### src/rtl/serial_frame_aligner.sv
// Serial frame aligner: hunts for a 16-bit sync word on a raw serial line and
// emits MSB-first 16-bit payload words of fixed-length frames as FIFO writes.
module serial_frame_aligner #(
    parameter logic [15:0] SYNC_WORD   = 16'hA55A,
    parameter int          FRAME_WORDS = 8
) (
    input  logic        ti_clk,
    input  logic        reset,
    input  logic        serial_in,
    input  logic        enable,
    input  logic        fifo_full,
    output logic [15:0] word_out,
    output logic        word_valid,
    output logic        locked,
    output logic [15:0] frame_count,
    output logic [15:0] drop_count,
    output logic [7:0]  sync_loss_count,
    output logic [1:0]  state_dbg
);

    typedef enum logic [1:0] {
        HUNT    = 2'd0,
        PAYLOAD = 2'd1,
        CHECK   = 2'd2
    } state_t;

    localparam logic [7:0] LAST_WORD = 8'(FRAME_WORDS - 1);

    state_t      state, state_n;
    logic [15:0] sr, sr_n, next_sr;
    logic [3:0]  bit_cnt, bit_cnt_n;
    logic [7:0]  word_cnt, word_cnt_n;
    logic [15:0] word_out_n, frame_count_n, drop_count_n;
    logic [7:0]  sync_loss_count_n;
    logic        word_valid_n, locked_n;

    assign next_sr   = {sr[14:0], serial_in};
    assign state_dbg = state;

    // FIFO write handshake: word_valid is a one-cycle write strobe with word_out
    // as data; it is only raised when fifo_full was low on the completing edge,
    // otherwise the word is counted in drop_count and discarded (no retry).
    always_comb begin
        state_n           = state;
        sr_n              = sr;
        bit_cnt_n         = bit_cnt;
        word_cnt_n        = word_cnt;
        word_out_n        = word_out;
        word_valid_n      = 1'b0;
        locked_n          = locked;
        frame_count_n     = frame_count;
        drop_count_n      = drop_count;
        sync_loss_count_n = sync_loss_count;

        if (enable) begin
            sr_n = next_sr;
            unique case (state)
                HUNT: begin
                    if (next_sr == SYNC_WORD) begin
                        state_n    = PAYLOAD;
                        bit_cnt_n  = 4'd0;
                        word_cnt_n = 8'd0;
                        locked_n   = 1'b1;
                    end
                end
                PAYLOAD: begin
                    bit_cnt_n = bit_cnt + 4'd1;
                    if (bit_cnt == 4'd15) begin
                        if (!fifo_full) begin
                            word_out_n   = next_sr;
                            word_valid_n = 1'b1;
                        end else if (drop_count != 16'hFFFF) begin
                            drop_count_n = drop_count + 16'd1;
                        end
                        word_cnt_n = word_cnt + 8'd1;
                        if (word_cnt == LAST_WORD) begin
                            state_n       = CHECK;
                            frame_count_n = frame_count + 16'd1;
                        end
                    end
                end
                CHECK: begin
                    bit_cnt_n = bit_cnt + 4'd1;
                    if (bit_cnt == 4'd15) begin
                        if (next_sr == SYNC_WORD) begin
                            state_n    = PAYLOAD;
                            word_cnt_n = 8'd0;
                        end else begin
                            // Failed bits remain in sr and seed the next hunt compare.
                            state_n  = HUNT;
                            locked_n = 1'b0;
                            if (sync_loss_count != 8'hFF)
                                sync_loss_count_n = sync_loss_count + 8'd1;
                        end
                    end
                end
                default: state_n = HUNT;
            endcase
        end
    end

    always_ff @(posedge ti_clk or posedge reset) begin
        if (reset) begin
            state           <= HUNT;
            sr              <= 16'd0;
            bit_cnt         <= 4'd0;
            word_cnt        <= 8'd0;
            word_out        <= 16'd0;
            word_valid      <= 1'b0;
            locked          <= 1'b0;
            frame_count     <= 16'd0;
            drop_count      <= 16'd0;
            sync_loss_count <= 8'd0;
        end else begin
            state           <= state_n;
            sr              <= sr_n;
            bit_cnt         <= bit_cnt_n;
            word_cnt        <= word_cnt_n;
            word_out        <= word_out_n;
            word_valid      <= word_valid_n;
            locked          <= locked_n;
            frame_count     <= frame_count_n;
            drop_count      <= drop_count_n;
            sync_loss_count <= sync_loss_count_n;
        end
    end

endmodule

### config.mk
export PLATFORM = sky130hd
export DESIGN_NAME = serial_frame_aligner
export DESIGN_NICKNAME = d
export VERILOG_FILES = /design/src/rtl/serial_frame_aligner.sv
export SDC_FILE = /design/constraint.sdc
export NUM_CORES = 1
export LEC_CHECK = 0
export CAP_MARGIN = 20
export CORE_MARGIN = 10
export CORE_UTILIZATION = 54
export DETAILED_ROUTE_END_ITERATION = 12
export HOLD_SLACK_MARGIN = 0.06
export PLACE_DENSITY = 0.89
export SYNTH_ARGS = -nofsm -noshare
export SYNTH_HDL_FRONTEND = slang
export SYNTH_SLANG_ARGS = --single-unit
### constraint.sdc
create_clock -name ti_clk -period 3.8 [get_ports ti_clk]
set_clock_uncertainty 0.15 [all_clocks]
set_input_delay 0.57 -clock ti_clk [delete_from_list [all_inputs] [get_ports ti_clk]]
set_output_delay 0.57 -clock ti_clk [all_outputs]
set_load 0.05 [all_outputs]
Word level (Yosys, flattened, before mapping)
Cells that the tools add are included.
{"block": "totals", "out_inout_bits": 60, "memories": 0, "regBits": 87, "mem_bits_rw": 0, "latch_bits": 0, "mem_bits_ro": 0}
{"block": "op_classes", "n_addsub": 5, "n_lt_le_gt_ge": 0, "mul": 0, "div": 0, "n_mux": 20, "n_eq_ne": 12, "shift": 0, "bitwise": 2, "reduce_logical": 13}
{"operator": "16-bit by 1-bit adder with 16-bit output, second input constant", "count": 2}
{"operator": "8-bit 2-to-1 mux", "count": 3}
{"operator": "8-bit one-hot mux with 3 select lines", "count": 1}
{"operator": "5-bit AND reduction", "count": 4}
{"operator": "8-bit by 1-bit adder with 8-bit output, second input constant", "count": 2}
{"operator": "16-bit == test, second input constant", "count": 1}
{"operator": "16-bit inequality test, second input constant", "count": 1}
{"operator": "4-bit AND reduction", "count": 3}
{"operator": "2-bit inequality test, second input constant", "count": 5}
{"operator": "8-bit by 3-bit == test with 1-bit output, second input constant", "count": 1}
{"operator": "1-bit 2-to-1 mux", "count": 8}
{"operator": "2-bit 2-to-1 mux", "count": 4}
{"operator": "8-bit inequality test, second input constant", "count": 1}
{"operator": "4-bit one-hot mux with 2 select lines", "count": 1}
{"operator": "2-bit one-hot mux with 3 select lines", "count": 1}
{"operator": "4-bit by 1-bit adder with 4-bit output, second input constant", "count": 1}
{"operator": "4-bit == test, second input constant", "count": 1}
{"operator": "4-bit 2-to-1 mux", "count": 1}
{"operator": "2-bit nonzero test", "count": 2}
{"operator": "3-bit AND reduction", "count": 1}
{"operator": "3-bit nonzero test", "count": 1}
{"operator": "2-bit by 1-bit == test with 1-bit output, second input constant", "count": 1}
{"operator": "2-bit == test, second input constant", "count": 1}
{"operator": "2-bit zero test", "count": 1}
{"operator": "3 further kinds", "count": 4}

Logic depth before layout (Yosys ltp)
{"block": "depth", "word_depth": 4, "ltp_mapped": 7}

Worst setup path after synthesis
No wires, ideal clock.
{"block": "synth_timing", "path_type": "register to register", "startpoint": "reg state[1], in the netlist state_dbg[1]", "endpoint": "reg drop_count[7]", "setup_slack_ns": 1.389, "arrival_ns": 2.116, "path_buffers": 1, "path_stages_with_launch": 8, "setup_ns": 0.145, "path_cell_list": "dfrtp_1 -> inv_1 -> ha_1 -> nand2_1 -> or3_1 -> clkbuf_1 -> nor4b_1 -> xor2_1"}
{"block": "synth_via", "elab_chain_cells": 2}
{"item": "start, declared", "line": "29", "text": "state_t state, state_n;"}
{"item": "start signal, assigned", "line": "115", "text": "state <= state_n;"}
{"item": "2-bit by 1-bit == test with 1-bit output", "line": "57", "text": "unique case (state)"}
{"item": "5-bit AND reduction (no source line)"}
{"item": "end signal, assigned", "line": "123", "text": "drop_count <= drop_count_n;"}
{"item": "end, declared", "line": "16", "text": "output logic [15:0] drop_count,"}
Every way passes these cells.
A chain may end at the register's enable or synchronous reset.

Worst setup path in the final report
{"block": "layout_timing", "startpoint": "reg state[1], in the netlist state_dbg[1]", "endpoint": "reg drop_count[1]"}
Same word-level chain as after synthesis.

==> results_tabular.tex <==
\begin{tabular}{lr}
\hline
Metric & Value \\
\hline
\multicolumn{2}{l}{\textbf{Outcome}} \\
\quad Result of the run & finished, final reports clean \\
\multicolumn{2}{l}{\textbf{Timing}} \\
\quad Hold Worst Slack & 0.336 ns \\
\quad Peak Freq & 367 MHz \\
\quad Total Neg Setup Slack & 0 ns \\
\quad Min Clock Period, post-route & 2.72 ns \\
\quad Final setup violation count & 0 \\
\quad Number of max-slew violations in the final report & 0 \\
\quad Final Hold Fails & 0 \\
\quad Setup repair after global routing missed its margin & false \\
\quad Worst slew pin tran & 0.907 ns \\
\quad Final Cycle Share & 71.6\% \\
\quad Slew Limit Headroom & 39.4\% \\
\multicolumn{2}{l}{\textbf{Layout}} \\
\quad Area growth from synthesis to layout & 23.3\% \\
\quad Layout cell share with drive strength beyond 1 & 15.9\% \\
\quad Fin nets & 430 \\
\quad Inserted Diodes & 0 \\
\quad Final Core Density & 69.5\% \\
\quad Count of placed standard cells in the final layout, fillers left out & 520 \\
\multicolumn{2}{l}{\textbf{Synth}} \\
\quad EDFF count, synth & 0 \\
\quad Register bit total from synthesis & 87 \\
\quad Parity-gate share of the synthesized area counting xor and xnor cells & 7.80\% \\
\quad Number of instances in the synthesized netlist & 345 \\
\quad Most frequently used cell type in the post-synthesis netlist & sky130\_fd\_sc\_hd\_\_dfrtp\_1 \\
\quad Share of synthesized area spent on multiplexers & 9.58\% \\
\quad Post-synth cell types & 51 \\
\quad Mapped Avg Cell Area & 12.0 um2 \\
\quad Total standard cell area after synthesis & 4150 um2 \\
\quad Fraction of the mapped netlist area in compound gates & 6.84\% \\
\quad Synth Area in Adders & 2.71\% \\
\quad Post-Synthesis Net Count & 359 \\
\quad Number of synthesis warnings & 0 \\
\quad Register area share after synthesis & 52.4\% \\
\quad Top post-synthesis cells by count & sky130\_fd\_sc\_hd\_\_dfrtp\_1 (87), sky130\_fd\_sc\_hd\_\_mux2\_2 (34), sky130\_fd\_sc\_hd\_\_nand2\_1 (25), sky130\_fd\_sc\_hd\_\_xor2\_1 (20), sky130\_fd\_sc\_hd\_\_xnor2\_1 (17) \\
\quad Largest cells by area after synthesis & sky130\_fd\_sc\_hd\_\_dfrtp\_1 (52\%), sky130\_fd\_sc\_hd\_\_mux2\_2 (9.2\%), sky130\_fd\_sc\_hd\_\_xor2\_1 (4.2\%), sky130\_fd\_sc\_hd\_\_xnor2\_1 (3.6\%), sky130\_fd\_sc\_hd\_\_ha\_1 (2.7\%) \\
\quad Basic-gate share of the synthesized area counting and, or, nand and nor cells & 19.1\% \\
\quad Top\_reg\_cell synth & sky130\_fd\_sc\_hd\_\_dfrtp\_1 \\
\quad Cell type with the highest aggregate area in the netlist & sky130\_fd\_sc\_hd\_\_dfrtp\_1 \\
\quad Yosys top cell area share & 52.4\% \\
\quad Proportion of synthesized flip-flops having asynchronous set or reset & 100\% \\
\quad Dominant combinational cell family by area after synthesis & simple AND/OR/NAND/NOR gates \\
\multicolumn{2}{l}{\textbf{Place}} \\
\quad Placed cell count & 504 \\
\quad Port bufs & 64 \\
\quad Gp weighted congestion & 0.868 \\
\quad DP HPWL & 6570 um \\
\multicolumn{2}{l}{\textbf{Global route}} \\
\quad First-pass GRT wire length & 15300 um \\
\quad Remaining Overflow, GRT & 0 \\
\quad Initial antenna violation count & 0 \\
\quad GRT Overall Usage & 16.3\% \\
\quad Via count of the first global-routing pass & 3126 \\
\quad Largest net degree at the start of global routing & 56 \\
\multicolumn{2}{l}{\textbf{Power}} \\
\quad Combinational share of power & 31.8\% \\
\quad Total power density per cell area & 549 nW/um2 \\
\quad Internal Pwr Total & 1.77 mW \\
\quad Total power of the final layout & 2.81 mW \\
\quad Net switching power & 1.04 mW \\
\quad Reg power frac & 44.7\% \\
\quad Highest ir drop seen on vdd & 0.000490 V \\
\quad Part of the total power dissipated in the clock network & 23.6\% \\
\quad Sw Share & 37.0\% \\
\quad Static leakage & 2.26 nW \\
\multicolumn{2}{l}{\textbf{Route}} \\
\quad Routed len/inst & 17.6 um \\
\quad Via count of the routed design & 3049 \\
\quad Post-detailed-routing wire length & 9130 um \\
\quad 1st-iter DRT viols & 158 \\
\quad Total iterations of the first detailed-routing run & 4 \\
\quad ANT nets after route & 0 \\
\quad Drt via density & 5.86 \\
\quad DRC Markers & 0 \\
\multicolumn{2}{l}{\textbf{Min path}} \\
\quad Hold/Removal Path Class & reg2reg \\
\multicolumn{2}{l}{\textbf{Die}} \\
\quad Num rows & 31 \\
\quad Width of the die & 108 um \\
\quad Starting utilization of the core area & 56.4\% \\
\quad Die height & 108 um \\
\quad Area inside the core boundary & 7370 um2 \\
\quad Top-level I/O count & 65 \\
\quad Area of the die & 11600 um2 \\
\multicolumn{2}{l}{\textbf{Clock network}} \\
\quad Maximum buffer depth of the clock tree & 2 \\
\quad Post-CTS Repair Setup Buffers & 0 \\
\quad Insertion delay of the later-clocked pin in the worst-skew pair & 0.36 ns \\
\quad TritonCTS clock tree & done \\
\quad Cts bufs inserted & 9 \\
\quad Htree depth & 3 \\
\quad Hold\_buf cts & 0 \\
\quad Cell at the root of the clock tree & sky130\_fd\_sc\_hd\_\_clkbuf\_8 \\
\quad Clk slew on worst S/H paths & 0.09 ns \\
\quad Post-cts resize count & 0 \\
\quad Sinks on Clock Net & 87 \\
\multicolumn{2}{l}{\textbf{Setup path}} \\
\quad Kind of capture point of the worst setup path & register \\
\quad Data arrival, critical path & 2.82 ns \\
\quad Worst Setup Path Type & reg2reg \\
\quad Maximum fanout along the worst path & 14 \\
\quad Slowest stage delay, CP & 0.54 ns \\
\quad Cell-by-cell trace of the critical path & inv\_1 > ha\_1 > nand2\_1 > or3\_1 > nor2\_1 > mux2\_2 \\
\quad Startpoint type of the worst setup path & register \\
\quad R2R Setup Slk & 1.08 ns \\
\quad Slowest stage cell, crit path & sky130\_fd\_sc\_hd\_\_or3\_1 \\
\quad Req. time, crit path & 3.90 ns \\
\multicolumn{2}{l}{\textbf{Job}} \\
\quad Max Cap Viol & 0 \\
\hline
\end{tabular}
==> critical path: cells and delay by family (launching register included) <==
| family | cells | cell delay, ns |
|---|---|---|
| simple gates | 3 | 1.03 |
| fa+ha+maj | 1 | 0.47 |
| flops | 1 | 0.46 |
| mux | 1 | 0.36 |
| buf+inv | 1 | 0.14 |
==> metrics by stage <==
step           area (um2)  worst slack [ns]
2_1_floorplan        4150             0.830
3_5_place_dp         4920             0.871
4_1_cts              5120              1.08
3_3_place_gp         4920             0.896
6_report             5120              1.08
5_1_grt              5120             0.905
==> flip-flops by register name, summed over array words and instances, names as in the netlist <==
register,cells
frame_count,16
sync_loss_count,8
locked,1
drop_count,16
word_out,16
word_cnt,8
state_dbg,2
word_valid,1
sr,15
bit_cnt,4
==> final timing paths <==
| check | start | endpoint | cells after the start |
|---|---|---|---|
| setup / recovery | state_dbg[1] | drop_count[1] | 6 |
| hold / removal | frame_count[15] | frame_count[15] | 1 |
| setup reg to reg | state_dbg[1] | drop_count[1] | 6 |
| hold reg to reg | frame_count[15] | frame_count[15] | 1 |
| max in group asynchronous | reset | frame_count[7] | 3 |
| min in group asynchronous | reset | drop_count[10] | 2 |
==> cells in the final DEF, fill, tap and decap left out, types with 7 or more instances in the layout <==
cell type                         Yosys  final
sky130_fd_sc_hd__xor2_1              20     20
sky130_fd_sc_hd__nor3_1               9      9
sky130_fd_sc_hd__and3_1              10     10
sky130_fd_sc_hd__nand2_1             25     25
sky130_fd_sc_hd__nor2_1               8      8
sky130_fd_sc_hd__and4_1               7      7
sky130_fd_sc_hd__dfrtp_1             87     87
sky130_fd_sc_hd__nand4_1             16     16
sky130_fd_sc_hd__mux2_2              34     34
sky130_fd_sc_hd__ha_1                 9      9
sky130_fd_sc_hd__xnor2_1             17     17
sky130_fd_sc_hd__nor4_1               9      9
sky130_fd_sc_hd__nand3_1             14     14
sky130_fd_sc_hd__clkdlybuf4s50_1      0     64
sky130_fd_sc_hd__clkbuf_8             0      9
==> layer usage <==
metal / vias to the layer above / wire [um] / global-route usage (%)
met1: 1515 / 3950 / 20.3
met3: 21 / 426 / 4.31
li1: 1441 / - / -
met2: 72 / 4510 / 25.8
met4: 0 / 249 / 7.73
met5: - / 0 / 0
==> final cells by class <==
class / count / area [um2]
clock buffer: 9 / 124
clock inverter: 7 / 80.1
fill: 518 / 2250
inverter: 7 / 27.5
multi-input combinational: 242 / 1910
sequential: 87 / 2180
tap: 99 / 124
timing repair buffer: 69 / 678
==> power groups by stage <==
stage	combinational, mW	clock (mW)	sequential (mW)
final	0.893	0.663	1.26
after global routing	0.949	0.712	1.28
after CTS	0.904	0.674	1.26
after detailed placement	0.900	0	1.27
after global placement	0.870	0	1.26
after floorplan	0.317	0	1.55
==> cell families (layout without fill, tap and decap cells) <==
family          after synthesis  in the layout
simple gates                128            128
flops                        87             87
xor+xnor                     37             37
mux                          35             35
compound gates               33             33
buf+inv                      16             92
fa+ha+maj                     9              9
Power figures use the tool's default switching activity.
